$ cat src/rtl/baser_pkg.sv
// Shared types and helpers for the BASE-R generator/checker test sequencer.
// Holds the FSM state enum, default widths, data-select codes and a saturating add.
package baser_pkg;

  localparam int DEF_SEL_WIDTH = 4;
  localparam int DEF_CNT_WIDTH = 32;

  localparam logic [3:0] SEL_DATA = 4'b0000;
  localparam logic [3:0] SEL_MIX1 = 4'b0001;
  localparam logic [3:0] SEL_MIX2 = 4'b0010;
  localparam logic [3:0] SEL_CTRL = 4'b1111;

  typedef enum logic [2:0] {
    ST_IDLE   = 3'd0,
    ST_SETTLE = 3'd1,
    ST_SNAP   = 3'd2,
    ST_RUN    = 3'd3,
    ST_EVAL   = 3'd4,
    ST_DONE   = 3'd5
  } state_t;

  // Sum clipped to the all-ones value of a width-bit counter (width <= 63).
  function automatic logic [63:0] sat_add(
    input logic [63:0] a,
    input logic [63:0] b,
    input int          width
  );
    logic [63:0] lim;
    logic [63:0] s;
    lim = (64'd1 << width) - 64'd1;
    s   = a + b;
    return (s > lim) ? lim : s;
  endfunction

endpackage

$ cat src/rtl/baser_window_meter.sv
// Per-step measurement window: snapshots checker counters, forms modulo deltas,
// judges the step and accumulates invalid blocks with saturation.
// Ports: clk, rst_n, clear, snap, eval, step, block_count, inv_block_count,
//        step_fail, fail, fail_step, err_blocks.
module baser_window_meter
  import baser_pkg::*;
#(
  parameter int CNT_WIDTH  = DEF_CNT_WIDTH,
  parameter int STEP_WIDTH = 3
) (
  input  logic                  clk,
  input  logic                  rst_n,
  input  logic                  clear,
  input  logic                  snap,
  input  logic                  eval,
  input  logic [STEP_WIDTH-1:0] step,
  input  logic [CNT_WIDTH-1:0]  block_count,
  input  logic [CNT_WIDTH-1:0]  inv_block_count,
  output logic                  step_fail,
  output logic                  fail,
  output logic [STEP_WIDTH-1:0] fail_step,
  output logic [CNT_WIDTH-1:0]  err_blocks
);

  logic [CNT_WIDTH-1:0] base_blk;
  logic [CNT_WIDTH-1:0] base_inv;
  logic [CNT_WIDTH-1:0] d_blk;
  logic [CNT_WIDTH-1:0] d_inv;

  // Plain subtraction is modulo 2^CNT_WIDTH, so counter wrap is harmless.
  assign d_blk = block_count - base_blk;
  assign d_inv = inv_block_count - base_inv;

  assign step_fail = (d_inv != '0) || (d_blk == '0);

  always_ff @(posedge clk or negedge rst_n) begin
    if (!rst_n) begin
      base_blk   <= '0;
      base_inv   <= '0;
      fail       <= 1'b0;
      fail_step  <= '0;
      err_blocks <= '0;
    end else if (clear) begin
      fail       <= 1'b0;
      fail_step  <= '0;
      err_blocks <= '0;
    end else begin
      if (snap) begin
        base_blk <= block_count;
        base_inv <= inv_block_count;
      end
      if (eval) begin
        err_blocks <= CNT_WIDTH'(sat_add(64'(err_blocks), 64'(d_inv),
                                         CNT_WIDTH));
        if (step_fail && !fail) begin
          fail      <= 1'b1;
          fail_step <= step;
        end
      end
    end
  end

endmodule

$ cat src/rtl/baser_test_sequencer.sv
// Self-sequencing run controller for the BASE-R generator/257b-checker loop.
// Ports: clk, i_rst_n, i_start/i_abort, run program inputs, checker counters, generator drive and results.
module baser_test_sequencer
  import baser_pkg::*;
#(
  parameter int MAX_STEPS   = 8,
  parameter int SEL_WIDTH   = DEF_SEL_WIDTH,
  parameter int CNT_WIDTH   = DEF_CNT_WIDTH,
  parameter int DWELL_WIDTH = 16,
  parameter int PIPE_LAT    = 4
) (
  input  logic                             clk,
  input  logic                             i_rst_n,
  input  logic                             i_start,
  input  logic                             i_abort,
  input  logic [$clog2(MAX_STEPS):0]       i_num_steps,
  input  logic [MAX_STEPS*SEL_WIDTH-1:0]   i_sel_table,
  input  logic [DWELL_WIDTH-1:0]           i_dwell,
  input  logic [CNT_WIDTH-1:0]             i_block_count,
  input  logic [CNT_WIDTH-1:0]             i_inv_block_count,
  output logic                             o_enable,
  output logic [1:0]                       o_valid,
  output logic [SEL_WIDTH-1:0]             o_data_sel,
  output logic [$clog2(MAX_STEPS)-1:0]     o_step_idx,
  output logic                             o_busy,
  output logic                             o_done,
  output logic                             o_pass,
  output logic                             o_aborted,
  output logic [$clog2(MAX_STEPS)-1:0]     o_fail_step,
  output logic [CNT_WIDTH-1:0]             o_err_blocks
);

  localparam int SW = $clog2(MAX_STEPS);
  localparam int NW = SW + 1;
  localparam int PW = $clog2(PIPE_LAT + 1);

  state_t                         state;
  logic [MAX_STEPS*SEL_WIDTH-1:0] table_r;
  logic [NW-1:0]                  nsteps_r;
  logic [DWELL_WIDTH-1:0]         dwell_r;
  logic [PW-1:0]                  settle_cnt;
  logic [DWELL_WIDTH-1:0]         dwell_cnt;
  logic [SW-1:0]                  step_next;
  logic [NW-1:0]                  nsteps_in;
  logic                           idle_like;
  logic                           start_go;
  logic                           last_step;
  logic                           step_fail;
  logic                           fail;

  assign idle_like = (state == ST_IDLE) || (state == ST_DONE);
  assign start_go  = idle_like && i_start && !i_abort;
  assign step_next = o_step_idx + SW'(1);
  assign last_step = ({1'b0, o_step_idx} == (nsteps_r - NW'(1)));
  assign o_valid   = {2{o_enable}};

  always_comb begin
    nsteps_in = i_num_steps;
    if (i_num_steps == '0)
      nsteps_in = NW'(1);
    else if (i_num_steps > NW'(MAX_STEPS))
      nsteps_in = NW'(MAX_STEPS);
  end

  always_ff @(posedge clk or negedge i_rst_n) begin
    if (!i_rst_n) begin
      state      <= ST_IDLE;
      table_r    <= '0;
      nsteps_r   <= NW'(1);
      dwell_r    <= DWELL_WIDTH'(1);
      settle_cnt <= '0;
      dwell_cnt  <= '0;
      o_enable   <= 1'b0;
      o_data_sel <= '0;
      o_step_idx <= '0;
      o_busy     <= 1'b0;
      o_done     <= 1'b0;
      o_pass     <= 1'b0;
      o_aborted  <= 1'b0;
    end else if (idle_like) begin
      if (start_go) begin
        table_r    <= i_sel_table;
        nsteps_r   <= nsteps_in;
        dwell_r    <= (i_dwell == '0) ? DWELL_WIDTH'(1) : i_dwell;
        settle_cnt <= '0;
        o_step_idx <= '0;
        o_data_sel <= i_sel_table[SEL_WIDTH-1:0];
        o_enable   <= 1'b1;
        o_busy     <= 1'b1;
        o_done     <= 1'b0;
        o_pass     <= 1'b0;
        o_aborted  <= 1'b0;
        state      <= ST_SETTLE;
      end
    end else if (i_abort) begin
      state     <= ST_DONE;
      o_enable  <= 1'b0;
      o_busy    <= 1'b0;
      o_done    <= 1'b1;
      o_pass    <= 1'b0;
      o_aborted <= 1'b1;
    end else begin
      unique case (state)
        ST_SETTLE: begin
          if (settle_cnt == PW'(PIPE_LAT - 1))
            state <= ST_SNAP;
          else
            settle_cnt <= settle_cnt + PW'(1);
        end
        ST_SNAP: begin
          dwell_cnt <= dwell_r;
          state     <= ST_RUN;
        end
        ST_RUN: begin
          if (dwell_cnt == DWELL_WIDTH'(1))
            state <= ST_EVAL;
          else
            dwell_cnt <= dwell_cnt - DWELL_WIDTH'(1);
        end
        ST_EVAL: begin
          if (last_step) begin
            state    <= ST_DONE;
            o_enable <= 1'b0;
            o_busy   <= 1'b0;
            o_done   <= 1'b1;
            // The meter's fail flag updates on this same edge.
            o_pass   <= !(fail || step_fail);
          end else begin
            o_step_idx <= step_next;
            o_data_sel <= table_r[step_next*SEL_WIDTH +: SEL_WIDTH];
            settle_cnt <= '0;
            state      <= ST_SETTLE;
          end
        end
        default: state <= ST_IDLE;
      endcase
    end
  end

  baser_window_meter #(
    .CNT_WIDTH  (CNT_WIDTH),
    .STEP_WIDTH (SW)
  ) u_meter (
    .clk             (clk),
    .rst_n           (i_rst_n),
    .clear           (start_go),
    .snap            ((state == ST_SNAP) && !i_abort),
    .eval            ((state == ST_EVAL) && !i_abort),
    .step            (o_step_idx),
    .block_count     (i_block_count),
    .inv_block_count (i_inv_block_count),
    .step_fail       (step_fail),
    .fail            (fail),
    .fail_step       (o_fail_step),
    .err_blocks      (o_err_blocks)
  );

endmodule

$ cat config.mk
export PLATFORM = sky130hd
export DESIGN_NAME = baser_test_sequencer
export DESIGN_NICKNAME = d
export VERILOG_FILES = /design/src/rtl/baser_pkg.sv /design/src/rtl/baser_window_meter.sv /design/src/rtl/baser_test_sequencer.sv
export SDC_FILE = /design/constraint.sdc
export NUM_CORES = 1
export LEC_CHECK = 0
export CAP_MARGIN = 40
export CORE_MARGIN = 5
export CORE_UTILIZATION = 62
export DETAILED_ROUTE_END_ITERATION = 10
export PLACE_DENSITY_LB_ADDON = 0.25
export SLEW_MARGIN = 20
export SYNTH_ARGS = -nofsm -noshare
export SYNTH_HDL_FRONTEND = slang
export SYNTH_SLANG_ARGS = --single-unit
$ cat constraint.sdc
create_clock -name clk -period 13.1 [get_ports clk]
set_input_delay 2.62 -clock clk [delete_from_list [all_inputs] [get_ports clk]]
set_output_delay 2.62 -clock clk [all_outputs]
set_load 0.005 [all_outputs]
* After elaboration in Yosys (flattened, before gate mapping)
Cells that the tools add are included.
Word-level totals: memories 0, memory bits (writable) 0, output and inout port bits 49, word-level logic and storage cells 131, memory bits (read-only) 0, register bits after elaboration 185, input port bits 120, latch bits 0
Operators by class: add/sub/neg operators 7, muxes and demuxes 52, equal/unequal tests 16, bitwise operators 3, reduce and logical (&&, ||, !) cells 33, $lt $le $gt $ge 2, multipliers 0, shifts and indexed selects 1, div/mod/pow operators 0
Operator list (number):
- $mux 32 | 3
- $sub 32x32->32 | 2
- $mux 3 | 18
- $add 32x32->33 | 1
- $gt 33x32->1 const B | 1
- $logic_not 32->1 | 1
- $mux 16 | 2
- $pmux 16 s2 | 1
- $reduce_bool 32->1 | 1
- $shiftx 32x6->4 | 1
- $mux 4 | 7
- $mux 1 | 19
- $eq 16x1->1 const B | 1
- $logic_not 16->1 | 1
- $sub 16x1->16 const B | 1
- $pmux 3 s4 | 1
- $reduce_bool 2->1 | 5
- $eq 3x2->1 const B | 3
- $reduce_bool 3->1 | 3
- $ne 4x4->1 const B | 2
- $reduce_and 2->1 | 4
- $reduce_and 4->1 | 2
- $add 3x1->3 const B | 2
- $eq 3x3->1 const B | 2
- 16 further kinds | 30

* Depth between registers and ports, before layout
Gate-level depths: netlist of the first run.
depth in word-level cells 9, mapped depth 22, mapped depth without buffers 21

* Hierarchy
A second synthesis of the first run with hierarchy kept.
Unflattened totals: cell total of the unflattened synthesis 1697, area, all modules 14124.8 um^2
By module, submodules not included:
- baser_window_meter | seq. area each 2502.4 um^2, instances 1, cells an instance 1248, area an instance 9775.6 um^2
- baser_test_sequencer | seq. area each 2129.5 um^2, instances 1, cells an instance 449, area an instance 4349.2 um^2

* Worst setup path before layout of the first run
OpenSTA, ideal clock, no wires.
path kind input -> register, from in i_inv_block_count[0], to reg u_meter.err_blocks[10], setup time 141 ps, required time 12959 ps, stages on the path 20, path slack 6268 ps, path buffers 2, arrival 6691 ps, cell sequence inv_1 ha_1 fa_1 nand2b_1 a211oi_2 o21ai_0 o31ai_1 a21oi_1 xnor2_1 ha_1 or2_2 a21o_1 and2_1 a31oi_1 o21ai_0 and4_1 nor3_1 buf_2 buf_2 a31oi_1
Between the ends: cells in the longest elaborated chain, start to end 6
Ends and longest elaborated chain:
- start, declared | RTL line baser_test_sequencer.sv:20 | input logic [CNT_WIDTH-1:0] i_inv_block_count,
- $sub 32x32->32 (*) | RTL line baser_window_meter.sv:32 | assign d_inv = inv_block_count - base_inv;
- $add 32x32->33 (*) | RTL line baser_pkg.sv:31 | s = a + b;
- $gt 33x32->1 | RTL line baser_pkg.sv:32 | return (s > lim) ? lim : s;
- $mux 32 (*) | RTL line baser_pkg.sv:32
- $mux 32 (*) | RTL line baser_window_meter.sv:52 | if (eval) begin
- $mux 32 (*) | RTL line baser_window_meter.sv:43 | end else if (clear) begin
- end signal, assigned | RTL line baser_window_meter.sv:53 | err_blocks <= CNT_WIDTH'(sat_add(64'(err_blocks), 64'(d_inv),
- end, declared | RTL line baser_window_meter.sv:22 | output logic [CNT_WIDTH-1:0] err_blocks
Mark *: on every way between the ends. The rest lies on a longest branch, timed or not. The select of a mux whose other input is x is not followed. A chain may end at the register's enable or synchronous reset.

* Worst setup path in the final report of the first run
from in i_inv_block_count[0], to reg u_meter.err_blocks[26]
Same word-level chain as after synthesis.

==> impl_metrics.py, run 1 <==
metrics = {
    "placement": {
        "dp_worst_setup_slack_ns": 4.96,
        "port_buffers": 168,
        "place_congestion": 0.939,
        "hpwlAfterDp_microns": 27800,
    },
    "power_and_ir_drop": {
        "switchingPower_mw": 0.429,
        "p_int_mw": 0.990,
        "power_frac_seq_pct": 44.9,
        "swShare_pct": 30.2,
        "peakVddDrop_uv": 72.8,
        "power.density_nw_per_um2": 87.2,
        "p_leak_nw": 7.62,
        "combinationalPowerShare_pct": 18.0,
        "clock_power_share_pct": 37.1,
    },
    "timing": {
        "fin_skew_ns": 0.0153,
        "max_freq_ghz": 0.129,
        "tightest_slew_ns": 0.751,
        "finalSetupViolations": 0,
        "timing.final.crit_share_pct": 59.2,
        "setup_tns_ns": 0,
        "setup_slack_ns": 5.34,
        "slew_violations": 0,
        "hold_viol": 0,
        "hold_ws_ns": 0.481,
        "max_slew_margin_pct": 48.6,
        "fin_crit_ns": 7.76,
        "rsz0062_at_grt": "no",
    },
    "die": {
        "ioPinCount": 169,
        "die_y_microns": 159,
        "die_w_microns": 159,
        "initial_utilization_pct": 63.1,
        "fp-row-count": 54,
        "die-area_sq_um": 25300,
        "coreArea_sq_um": 21800,
    },
    "global_route": {
        "grt_pass1_wl_microns": 61500,
        "grt.total_usage_pct": 28.6,
        "grt_max_degree": 91,
        "grt_pass1_vias": 12900,
        "grt_overflow": 0,
        "antenna_found_initial": 0,
    },
    "finish": {
        "layout_common_cells": "283 x nand2_1, 183 x dfrtp_1, 167 x clkdlybuf4s50_1",
        "insertedDiodeCount": 0,
        "final_common_cell": "nand2_1",
        "nets": 2046,
        "areaGrowthSynthToFinish_pct": 18.3,
        "drive_gt1_share_pct": 5.18,
    },
    "cts": {
        "cts_buffers": 17,
        "cts_max_level": 4,
        "worstSkewPairLatency_ns": 0.45,
        "clockBufferDepth": 2,
        "clockRootBuffer": "clkbuf_16",
        "clock_sinks": 185,
        "postCtsHoldBufs": 0,
        "post-cts-setup-buffers": 0,
        "cts_tree": "built",
        "cts_resized": 0,
        "clk_pin_slew_worst_paths_ns": 0.08,
    },
    "logic_synthesis": {
        "ys_ff_latch": 185,
        "ys_seq_area_share_pct": 33.6,
        "synthArstFlopShare_pct": 100,
        "syn_area_sq_um": 13800,
        "synth-edff-count": 0,
        "ys_types": 82,
        "ys_warn_count": 0,
        "syn_area_per_cell_sq_um": 8.11,
        "ys.flop_type": "dfrtp_1",
        "synth_fp_nets": 1924,
        "syn_inst": 1698,
    },
    "setup_path": {
        "worst_setup_path_start_kind": "input port",
        "path_max_fanout": 16,
        "critPathKind": "in2reg",
        "cp.required_ns": 13.43,
        "critPathArrivalTime_ns": 8.09,
        "end_kind": "flop",
    },
    "drt": {
        "drc": 0,
        "first_iter_violations": 873,
        "wl_microns": 37400,
        "routed_via_density": 6.20,
        "wl_per_cell_microns": 17.7,
        "first_pass_iters": 6,
        "ant_nets": 0,
        "vias": 13100,
    },
    "flow_run": {
        "maxCapViolCount": 0,
    },
    "run_status": {
        "outcome": "complete, no violations",
    },
    "hold_path": {
        "worst_hold_path_type": "reg2reg",
    },
}
[path summary, 6_finish.rpt]
kind	from	end	slack [ns]	cells past startpoint
setup reg to reg	u_meter.base_inv[0]$_DFFE_PN0P_	u_meter.err_blocks[26]$_DFFE_PN0P_	7.66	19
setup / recovery	i_inv_block_count[0]	u_meter.err_blocks[26]$_DFFE_PN0P_	5.34	21
hold reg to reg	table_r[11]$_DFFE_PN0P_	table_r[11]$_DFFE_PN0P_	0.48	2
max in group asynchronous	i_rst_n	u_meter.base_inv[6]$_DFFE_PN0P_	9.64	2
hold / removal	table_r[11]$_DFFE_PN0P_	table_r[11]$_DFFE_PN0P_	0.48	2
min in group asynchronous	i_rst_n	dwell_cnt[13]$_DFFE_PN0P_	2.20	1
[power by group through the flow]
stage	clock network (mW)	logic, mW	registers [mW]
finish	0.527	0.255	0.637
global route	0.559	0.281	0.641
CTS	0.533	0.254	0.636
detailed placement	0	0.250	0.646
global placement	0	0.241	0.644
floorplan	0	0.146	0.637
[critical path, stage by stage]
cell             delay [ns]
clkdlybuf4s50_1        0.47
inv_1                  0.05
ha_1                   0.24
fa_1                   0.42
nand2b_1               0.20
a211oi_2               0.37
o21ai_0                0.22
o31ai_1                0.53
a21oi_1                0.19
xnor2_1                0.28
ha_1                   0.33
or2_2                  0.34
a21o_1                 0.23
and2_1                 0.17
a31oi_1                0.13
o21ai_0                0.13
and4_1                 0.24
nor3_2                 0.31
buf_4                  0.30
a21oi_1                0.09
a31o_2                 0.23
[per-layer routing]
| metal | vias up | GRT usage, % | share of wire, % |
|---|---|---|---|
| met4 | 0 | 10.8 | 3.3 |
| li1 | 6309 | - | - |
| met1 | 6191 | 35.6 | 41 |
| met2 | 489 | 50.0 | 50 |
| met3 | 103 | 4.53 | 5.6 |
| met5 | - | 0 | 0 |
[metrics by stage]
| stage | cell area (sq um) | instances | total power [mW] | util, % |
|---|---|---|---|---|
| after floorplan | 13800 | 1698 | 0.784 | - |
| after global placement | 15600 | 2073 | 0.885 | 71.3 |
| after detailed placement | 15700 | 2080 | 0.896 | 71.7 |
| after CTS | 16300 | 2112 | 1.42 | 74.5 |
| after global routing | 16300 | 2113 | 1.48 | 74.6 |
| final | 16300 | 2113 | 1.42 | 74.6 |
[logic make-up (layout without fill, tap and decap cells)]
logic type                 Yosys count  count (layout)  share of synthesized area [%]
muxes                               32              32                           3.16
DFF                                185             185                           33.6
and+or+nand+nor                    577             577                           19.0
xor gates and xnor gates            72              72                           4.58
adders and majority gates          106             106                           9.74
AOI/OAI and AO/OA                  536             536                           24.5
buffers and inverters              190             325                           5.36
[layout make-up]
cell class	count	area, sq um
Inverter	110	413
Fill cell	1684	5540
Sequential cell	185	4630
Clock inverter	14	174
Clock buffer	18	429
Timing Repair Buffer	183	1850
Multi-Input combinational cell	1323	8430
Tap cell	280	350
[registers in the layout, indices dropped and copies added (netlist names), 3 cells and up]
signal	count
u_meter.fail_step	3
dwell_cnt	16
o_step_idx	3
u_meter.base_inv	32
table_r	32
nsteps_r	4
dwell_r	16
o_data_sel	4
u_meter.err_blocks	32
u_meter.base_blk	32
settle_cnt	3
state	3
[Yosys cell counts (5+ instances only)]
| cell | count | area share (%) |
|---|---|---|
| nand2_1 | 283 | 7.7 |
| dfrtp_1 | 183 | 33 |
| o21ai_0 | 162 | 5.9 |
| a21oi_1 | 138 | 5.0 |
| inv_1 | 110 | 3.0 |
| ha_1 | 104 | 9.5 |
| nor2_1 | 104 | 2.8 |
| clkbuf_1 | 70 | 1.9 |
| a21o_1 | 40 | 2.2 |
| nor3_1 | 39 | 1.4 |
| a31oi_1 | 38 | 1.7 |
| xnor2_1 | 38 | 2.4 |
| xor2_1 | 34 | 2.2 |
| nand3_1 | 27 | 0.98 |
| nand2b_1 | 18 | 0.82 |
| and3_1 | 17 | 0.77 |
| nand4_1 | 16 | 0.73 |
| nor4_1 | 16 | 0.73 |
| o21a_1 | 15 | 0.82 |
| a22o_1 | 13 | 0.83 |
| o21bai_1 | 13 | 0.71 |
| or3_1 | 13 | 0.59 |
| mux2_2 | 12 | 0.98 |
| mux2i_1 | 12 | 0.87 |
| o211ai_1 | 11 | 0.60 |
| a211oi_1 | 9 | 0.49 |
| a221oi_1 | 8 | 0.51 |
| and2_1 | 8 | 0.36 |
| mux4_2 | 8 | 1.3 |
| nor2b_1 | 7 | 0.32 |
| a21boi_0 | 6 | 0.33 |
| a22oi_1 | 6 | 0.33 |
| o31ai_1 | 6 | 0.33 |
| a211o_1 | 5 | 0.32 |
| a31o_2 | 5 | 0.32 |
| buf_2 | 5 | 0.18 |
| nand3b_1 | 5 | 0.27 |
| o21ai_1 | 5 | 0.18 |
| o22ai_1 | 5 | 0.23 |
| or4_1 | 5 | 0.27 |
Power figures use the tool's default switching activity.
==> run 2, diff against run 1 <==
--- a/config.mk
+++ b/config.mk
@@ -7,7 +7,7 @@
 export LEC_CHECK = 0
 export CAP_MARGIN = 40
 export CORE_MARGIN = 5
-export CORE_UTILIZATION = 62
+export CORE_UTILIZATION = 57
 export DETAILED_ROUTE_END_ITERATION = 10
 export PLACE_DENSITY_LB_ADDON = 0.25
 export SLEW_MARGIN = 20
==> constraint.sdc (replaced) <==
create_clock -name clk -period 7.9 [get_ports clk]
set_input_delay 1.58 -clock clk [delete_from_list [all_inputs] [get_ports clk]]
set_output_delay 1.58 -clock clk [all_outputs]
set_load 0.005 [all_outputs]
==> run 2 against run 1 <==
Setup slack got worse by 4.3 ns. Total power increased by 66%. Sequential cell count unchanged.
==> impl_metrics.py, run 2 (synthesis results as in run 1) <==
metrics = {
    "die": {
        "coreArea_sq_um": 23600,
        "die_y_microns": 165,
        "die-area_sq_um": 27400,
        "die_w_microns": 165,
        "fp-row-count": 56,
        "ioPinCount": 169,
        "initial_utilization_pct": 58.3,
    },
    "flow_run": {
        "maxCapViolCount": 0,
    },
    "finish": {
        "final_common_cell": "nand2_1",
        "insertedDiodeCount": 0,
        "nets": 2045,
        "areaGrowthSynthToFinish_pct": 18.9,
        "layout_common_cells": "283 x nand2_1, 183 x dfrtp_1, 167 x clkdlybuf4s50_1",
        "final_area_sq_um": 16400,
        "drive_gt1_share_pct": 5.13,
    },
    "placement": {
        "port_buffers": 168,
        "place_congestion": 0.934,
        "placed_area_sq_um": 15800,
        "hpwlAfterDp_microns": 27800,
    },
    "timing": {
        "finalSetupViolations": 0,
        "fin_crit_ns": 6.84,
        "max_freq_ghz": 0.146,
        "rsz0062_at_grt": "no",
        "slew_violations": 0,
        "fin_skew_ns": 0.0111,
        "tightest_slew_ns": 0.720,
        "max_slew_margin_pct": 52.0,
        "setup_tns_ns": 0,
        "hold_viol": 0,
        "timing.final.crit_share_pct": 86.6,
    },
    "drt": {
        "vias": 12800,
        "wl_per_cell_microns": 17.1,
        "drc": 0,
        "routed_via_density": 5.96,
        "wl_microns": 36800,
        "first_pass_iters": 5,
        "first_iter_violations": 916,
        "ant_nets": 0,
    },
    "setup_path": {
        "critPathLaunch": "i_inv_block_count[0]",
        "critPathKind": "in2reg",
        "cp.required_ns": 8.24,
        "path_max_fanout": 26,
        "rr_startpoint": "u_meter.base_inv[0]$_DFFE_PN0P_",
        "critical_path.slowest_cell": "o31ai_1",
        "worst_setup_path_start_kind": "input port",
        "end_kind": "flop",
        "critPathArrivalTime_ns": 7.18,
        "cp_top_family": "compound AO/OA/AOI/OAI gates",
        "crit_buf_inv": 3,
        "cp_common_cell": "a21oi_1",
        "path_cells": "clkdlybuf4s50_1 -> inv_1 -> ha_1 -> fa_1 -> nand2b_1 -> a211oi_2 -> o21ai_0 -> o31ai_1 -> a21o_1 -> a21oi_1 -> xnor2_1 -> ha_1 -> a21oi_1 -> nand2_1 -> nor4b_1 -> o211ai_1 -> a31oi_1 -> o21ai_0 -> and4_1 -> nor3_2 -> buf_12 -> a21oi_1 -> a31o_2",
        "worstReg2RegEnd": "u_meter.err_blocks[26]$_DFFE_PN0P_",
        "slowest_delay_ns": 0.53,
        "r2r_slack_ns": 2.33,
        "worstRegToRegCells": 21,
    },
    "cts": {
        "clockRootBuffer": "clkbuf_16",
        "clock_sinks": 185,
        "cts_resized": 0,
        "cts_buffers": 17,
        "cts_max_level": 4,
        "clk_pin_slew_worst_paths_ns": 0.09,
        "clockBufferDepth": 2,
        "post-cts-setup-buffers": 0,
        "worstSkewPairLatency_ns": 0.45,
        "postCtsHoldBufs": 0,
        "cts_tree": "built",
    },
    "global_route": {
        "grt_pass1_vias": 12500,
        "grt.total_usage_pct": 26.9,
        "antenna_found_initial": 0,
        "grt_overflow": 0,
        "grt_pass1_wl_microns": 60200,
        "grt_max_degree": 91,
    },
    "power_and_ir_drop": {
        "p_leak_nw": 7.63,
        "power.density_nw_per_um2": 144,
        "peakVddDrop_uv": 131,
    },
    "hold_path": {
        "hold_depth": 2,
        "worst_hold_path_type": "reg2reg",
        "hold_end": "table_r[13]$_DFFE_PN0P_",
        "hold_start": "table_r[13]$_DFFE_PN0P_",
    },
    "run_status": {
        "outcome": "complete, no violations",
    },
}
-- run 2: cell types whose count changed in the layout (fill, tap and decap cells not counted) --
cell | previous run | this run
buf_16 | 2 | 3
inv_12 | 0 | 1
clkinvlp_4 | 1 | 0
buf_12 | 0 | 2
buf_2 | 2 | 1
inv_6 | 3 | 5
buf_4 | 8 | 5
clkinv_8 | 6 | 4
-- run 2: worst max path at each step --
stage | to | slack, ns | depth (start not counted)
CTS | u_meter.err_blocks[2]$_DFFE_PN0P_ | 1.12 | 23
finish | u_meter.err_blocks[26]$_DFFE_PN0P_ | 1.06 | 23
floorplan | u_meter.err_blocks[10]$_DFFE_PN0P_ | 2.11 | 20
detailed placement | u_meter.err_blocks[2]$_DFFE_PN0P_ | 0.73 | 22
global route | u_meter.err_blocks[26]$_DFFE_PN0P_ | 0.69 | 23
global placement | u_meter.err_blocks[2]$_DFFE_PN0P_ | 0.98 | 22
-- run 2: cell type report --
| cell class | instances | area (sq um) |
|---|---|---|
| repair buffers | 182 | 1890 |
| clock inverters | 14 | 168 |
| inverters | 110 | 413 |
| well taps | 319 | 399 |
| fillers | 1996 | 7250 |
| clock buffers | 18 | 429 |
| multi-input cells | 1323 | 8430 |
| flip-flops and latches | 185 | 4630 |
-- run 2: tightest hold or removal path, stage by stage (launching register included) --
cell and delay [ns]:
dfrtp_1 0.35, nand2_1 0.05, nand2_1 0.05
-- run 2: per-layer routing --
metal,GRT usage [%],wire [microns]
met1,34.1,15800
met2,47.7,18300
met3,3.90,1900
met4,8.40,855
met5,0,0
-- run 2: where the power goes --
part | internal (mW) | total, mW | switching [mW]
sequential | 1.01 | 1.05 | 0.0435
combinational | 0.203 | 0.420 | 0.217
clock | 0.430 | 0.882 | 0.452
-- run 2: stage by stage --
stage | instances | total power [mW] | utilization, % | hold slack, ns | setup WS [ns]
after floorplan | 1698 | 1.30 | - | 0.440 | 2.11
after global placement | 2110 | 1.47 | 66.1 | 0.452 | 0.982
after detailed placement | 2119 | 1.49 | 66.8 | 0.461 | 0.733
after CTS | 2151 | 2.37 | 69.3 | 0.482 | 1.12
after global routing | 2151 | 2.46 | 69.3 | 0.494 | 0.691
final | 2151 | 2.36 | 69.3 | 0.476 | 1.06
==> run 3, diff against run 2 <==
--- a/config.mk
+++ b/config.mk
@@ -5,9 +5,9 @@
 export SDC_FILE = /design/constraint.sdc
 export NUM_CORES = 1
 export LEC_CHECK = 0
-export CAP_MARGIN = 40
+export ABC_AREA = 1
 export CORE_MARGIN = 5
-export CORE_UTILIZATION = 57
+export CORE_UTILIZATION = 58
 export DETAILED_ROUTE_END_ITERATION = 10
 export PLACE_DENSITY_LB_ADDON = 0.25
 export SLEW_MARGIN = 20
==> run 3 against run 2 <==
The flow now finishes with violations (DRC). Final cell count is 30% higher. Fmax is 24% higher. Clock skew is 0.0087 ns higher. Combinational power grew to 12 times the previous value. Via count is 16% higher. Total power grew to 3.2 times the previous value. Design area is 5.8% higher. Clock-buffer cell count stayed put. Global-route usage is 1.3 points higher. Die area is 4.8% higher. Critical path type unchanged. Critical endpoint is now u_meter.err_blocks[28]$_DFFE_PN0P_.
==> impl_metrics.py, run 3 <==
metrics = {
    "setup_path": {
        "worst_setup_path_start_kind": "input port",
        "cp.required_ns": 8.29,
        "end_kind": "flop",
        "critPathArrivalTime_ns": 5.90,
        "path_max_fanout": 25,
        "critPathKind": "in2reg",
    },
    "drt": {
        "routed_via_density": 5.34,
        "first_iter_violations": 1210,
        "drc": 1,
        "first_pass_iters": 10,
        "vias": 14900,
        "wl_per_cell_microns": 14.6,
        "ant_nets": 0,
        "wl_microns": 40600,
    },
    "cts": {
        "clockRootBuffer": "clkbuf_16",
        "clockBufferDepth": 2,
        "cts_buffers": 17,
        "cts_tree": "built",
        "post-cts-setup-buffers": 0,
        "clk_pin_slew_worst_paths_ns": 0.09,
        "cts_resized": 0,
        "cts_max_level": 4,
        "clock_sinks": 185,
        "postCtsHoldBufs": 0,
        "worstSkewPairLatency_ns": 0.45,
    },
    "logic_synthesis": {
        "ys_warn_count": 0,
        "synth_top_family_by_area": "simple AND/OR/NAND/NOR gates",
        "synth_compound_area_share_pct": 12.7,
        "synth_top_area_cell": "dfrtp_1",
        "ys.flop_type": "dfrtp_1",
        "synth-edff-count": 0,
        "synthAdderAreaFrac_pct": 9.11,
        "ys_seq_area_share_pct": 31.5,
        "synth_most_common_cell": "nand2_1",
        "synthTopCellsByArea": "dfrtp_1 31%, nand2_1 19%, inv_1 9.4%",
        "synth_fp_nets": 2520,
        "ys_ff_latch": 185,
        "yosys-top-cells-count": "754 x nand2_1, 367 x inv_1, 249 x nor2_1, 183 x dfrtp_1, 165 x a21oi_1",
        "synth.area.mux_share_pct": 0.153,
        "synth_top_area_share_pct": 31.1,
        "syn_area_sq_um": 14700,
        "synthSimpleGateAreaFrac_pct": 33.0,
        "syn_inst": 2294,
        "ys_types": 51,
        "synth_xor_area_share_pct": 2.85,
        "synthArstFlopShare_pct": 100,
        "syn_area_per_cell_sq_um": 6.42,
    },
    "timing": {
        "timing.final.crit_share_pct": 69.7,
        "tightest_slew_ns": 0.929,
        "fin_crit_ns": 5.51,
        "max_freq_ghz": 0.182,
        "hold_viol": 0,
        "slew_violations": 0,
        "fin_skew_ns": 0.0198,
        "rsz0062_at_grt": "no",
        "finalSetupViolations": 0,
        "max_slew_margin_pct": 38.1,
        "setup_tns_ns": 0,
    },
    "flow_run": {
        "maxCapViolCount": 0,
    },
    "placement": {
        "port_buffers": 168,
        "hpwlAfterDp_microns": 32100,
        "placed_area_sq_um": 16700,
        "place_congestion": 0.969,
    },
    "power_and_ir_drop": {
        "p_leak_nw": 9.48,
        "p_total_mw": 7.44,
        "power.density_nw_per_um2": 429,
        "peakVddDrop_uv": 257,
    },
    "global_route": {
        "grt.total_usage_pct": 28.2,
        "grt_pass1_wl_microns": 67100,
        "grt_max_degree": 78,
        "grt_overflow": 0,
        "antenna_found_initial": 6,
        "grt_pass1_vias": 14300,
    },
    "die": {
        "fp-row-count": 58,
        "ioPinCount": 169,
        "die_w_microns": 169,
        "die_y_microns": 169,
        "coreArea_sq_um": 25100,
        "initial_utilization_pct": 58.7,
        "die-area_sq_um": 28700,
    },
    "run_status": {
        "violations": "DRC",
        "outcome": "finished with violations",
    },
    "finish": {
        "layout_common_cells": "753 x nand2_1, 367 x inv_1, 247 x nor2_1",
        "areaGrowthSynthToFinish_pct": 17.6,
        "finalCoreUtilization_pct": 69.0,
        "drive_gt1_share_pct": 3.46,
        "final_common_cell": "nand2_1",
        "final_area_sq_um": 17300,
        "nets": 2669,
        "fillers": 2231,
    },
    "hold_path": {
        "worst_hold_path_type": "reg2reg",
    },
}
==> run 3: cell type report <==
class                   count  area [sq um]  share of cell area, %
clock buffers              18           439                   2.54
diodes                      3          7.51                 0.0433
repair buffers            173          1720                   9.95
well taps                 330           413                   2.38
multi-input cells        1692          8530                   49.3
inverters                 374          1400                   8.11
flip-flops and latches    185          4630                   26.7
clock inverters            14           165                  0.954
==> run 3: logic make-up after synthesis <==
group,after synthesis
XOR/XNOR,47
AND/OR/NAND/NOR,1197
buffers and inverters,417
adder cells (fa/ha/maj),106
flip-flops,185
AO/OA/AOI/OAI,340
multiplexers,2
==> run 3: power by group <==
| part | total (mW) | switching [mW] | internal, mW | leakage [nW] |
|---|---|---|---|---|
| registers | 1.64 | 0.271 | 1.37 | 2.18 |
| clock network | 0.906 | 0.466 | 0.439 | 0.296 |
| logic | 4.89 | 3.11 | 1.78 | 7.00 |
| total | 7.44 | 3.85 | 3.59 | 9.48 |
==> run 3: through the flow <==
step	hold WS (ns)	std cells	setup slack [ns]
final	0.485	2789	2.39
after global routing	0.501	2788	2.00
after detailed placement	0.460	2754	1.95
after floorplan	0.444	2294	3.40
after CTS	0.483	2786	2.42
after global placement	0.459	2754	2.13
==> run 3: metal layers <==
layer / wire length, microns / global-route usage, %
met5: 50 / 0
met4: 842 / 7.88
met3: 2650 / 4.24
met2: 19000 / 47.9
met1: 18000 / 37.7
==> run 3: path summary, 6_finish.rpt <==
| check | to | slack, ns | startpoint | cells past startpoint |
|---|---|---|---|---|
| worst max register to register | u_meter.err_blocks[28]$_DFFE_PN0P_ | 3.66 | u_meter.base_inv[0]$_DFFE_PN0P_ | 24 |
| max in group asynchronous | dwell_cnt[7]$_DFFE_PN0P_ | 5.49 | i_rst_n | 2 |
| worst min register to register | table_r[30]$_DFFE_PN0P_ | 0.49 | table_r[30]$_DFFE_PN0P_ | 2 |
| min in group asynchronous | u_meter.base_blk[23]$_DFFE_PN0P_ | 1.09 | i_rst_n | 1 |
| worst min-delay path | table_r[30]$_DFFE_PN0P_ | 0.49 | table_r[30]$_DFFE_PN0P_ | 2 |
| worst max-delay path | u_meter.err_blocks[28]$_DFFE_PN0P_ | 2.39 | i_inv_block_count[0] | 26 |
==> run 3: worst max-delay path, cell delays in order <==
cell and delay, ns:
clkdlybuf4s50_1 0.45, inv_1 0.05, ha_1 0.22, fa_1 0.42, inv_1 0.10, nand3_1 0.09
nand2_2 0.09, nand2_1 0.06, nand2_2 0.09, nand2_1 0.07, nand2_1 0.15, nand2_1 0.11
nand2_1 0.08, nand2_1 0.05, nand2_1 0.07, inv_1 0.05, ha_1 0.34, nand2_1 0.11
nor3_1 0.25, nand2_1 0.11, o221a_2 0.25, nand2_1 0.49, inv_1 0.30, nand3_1 0.16
nand2_1 0.06, nand2_1 0.09
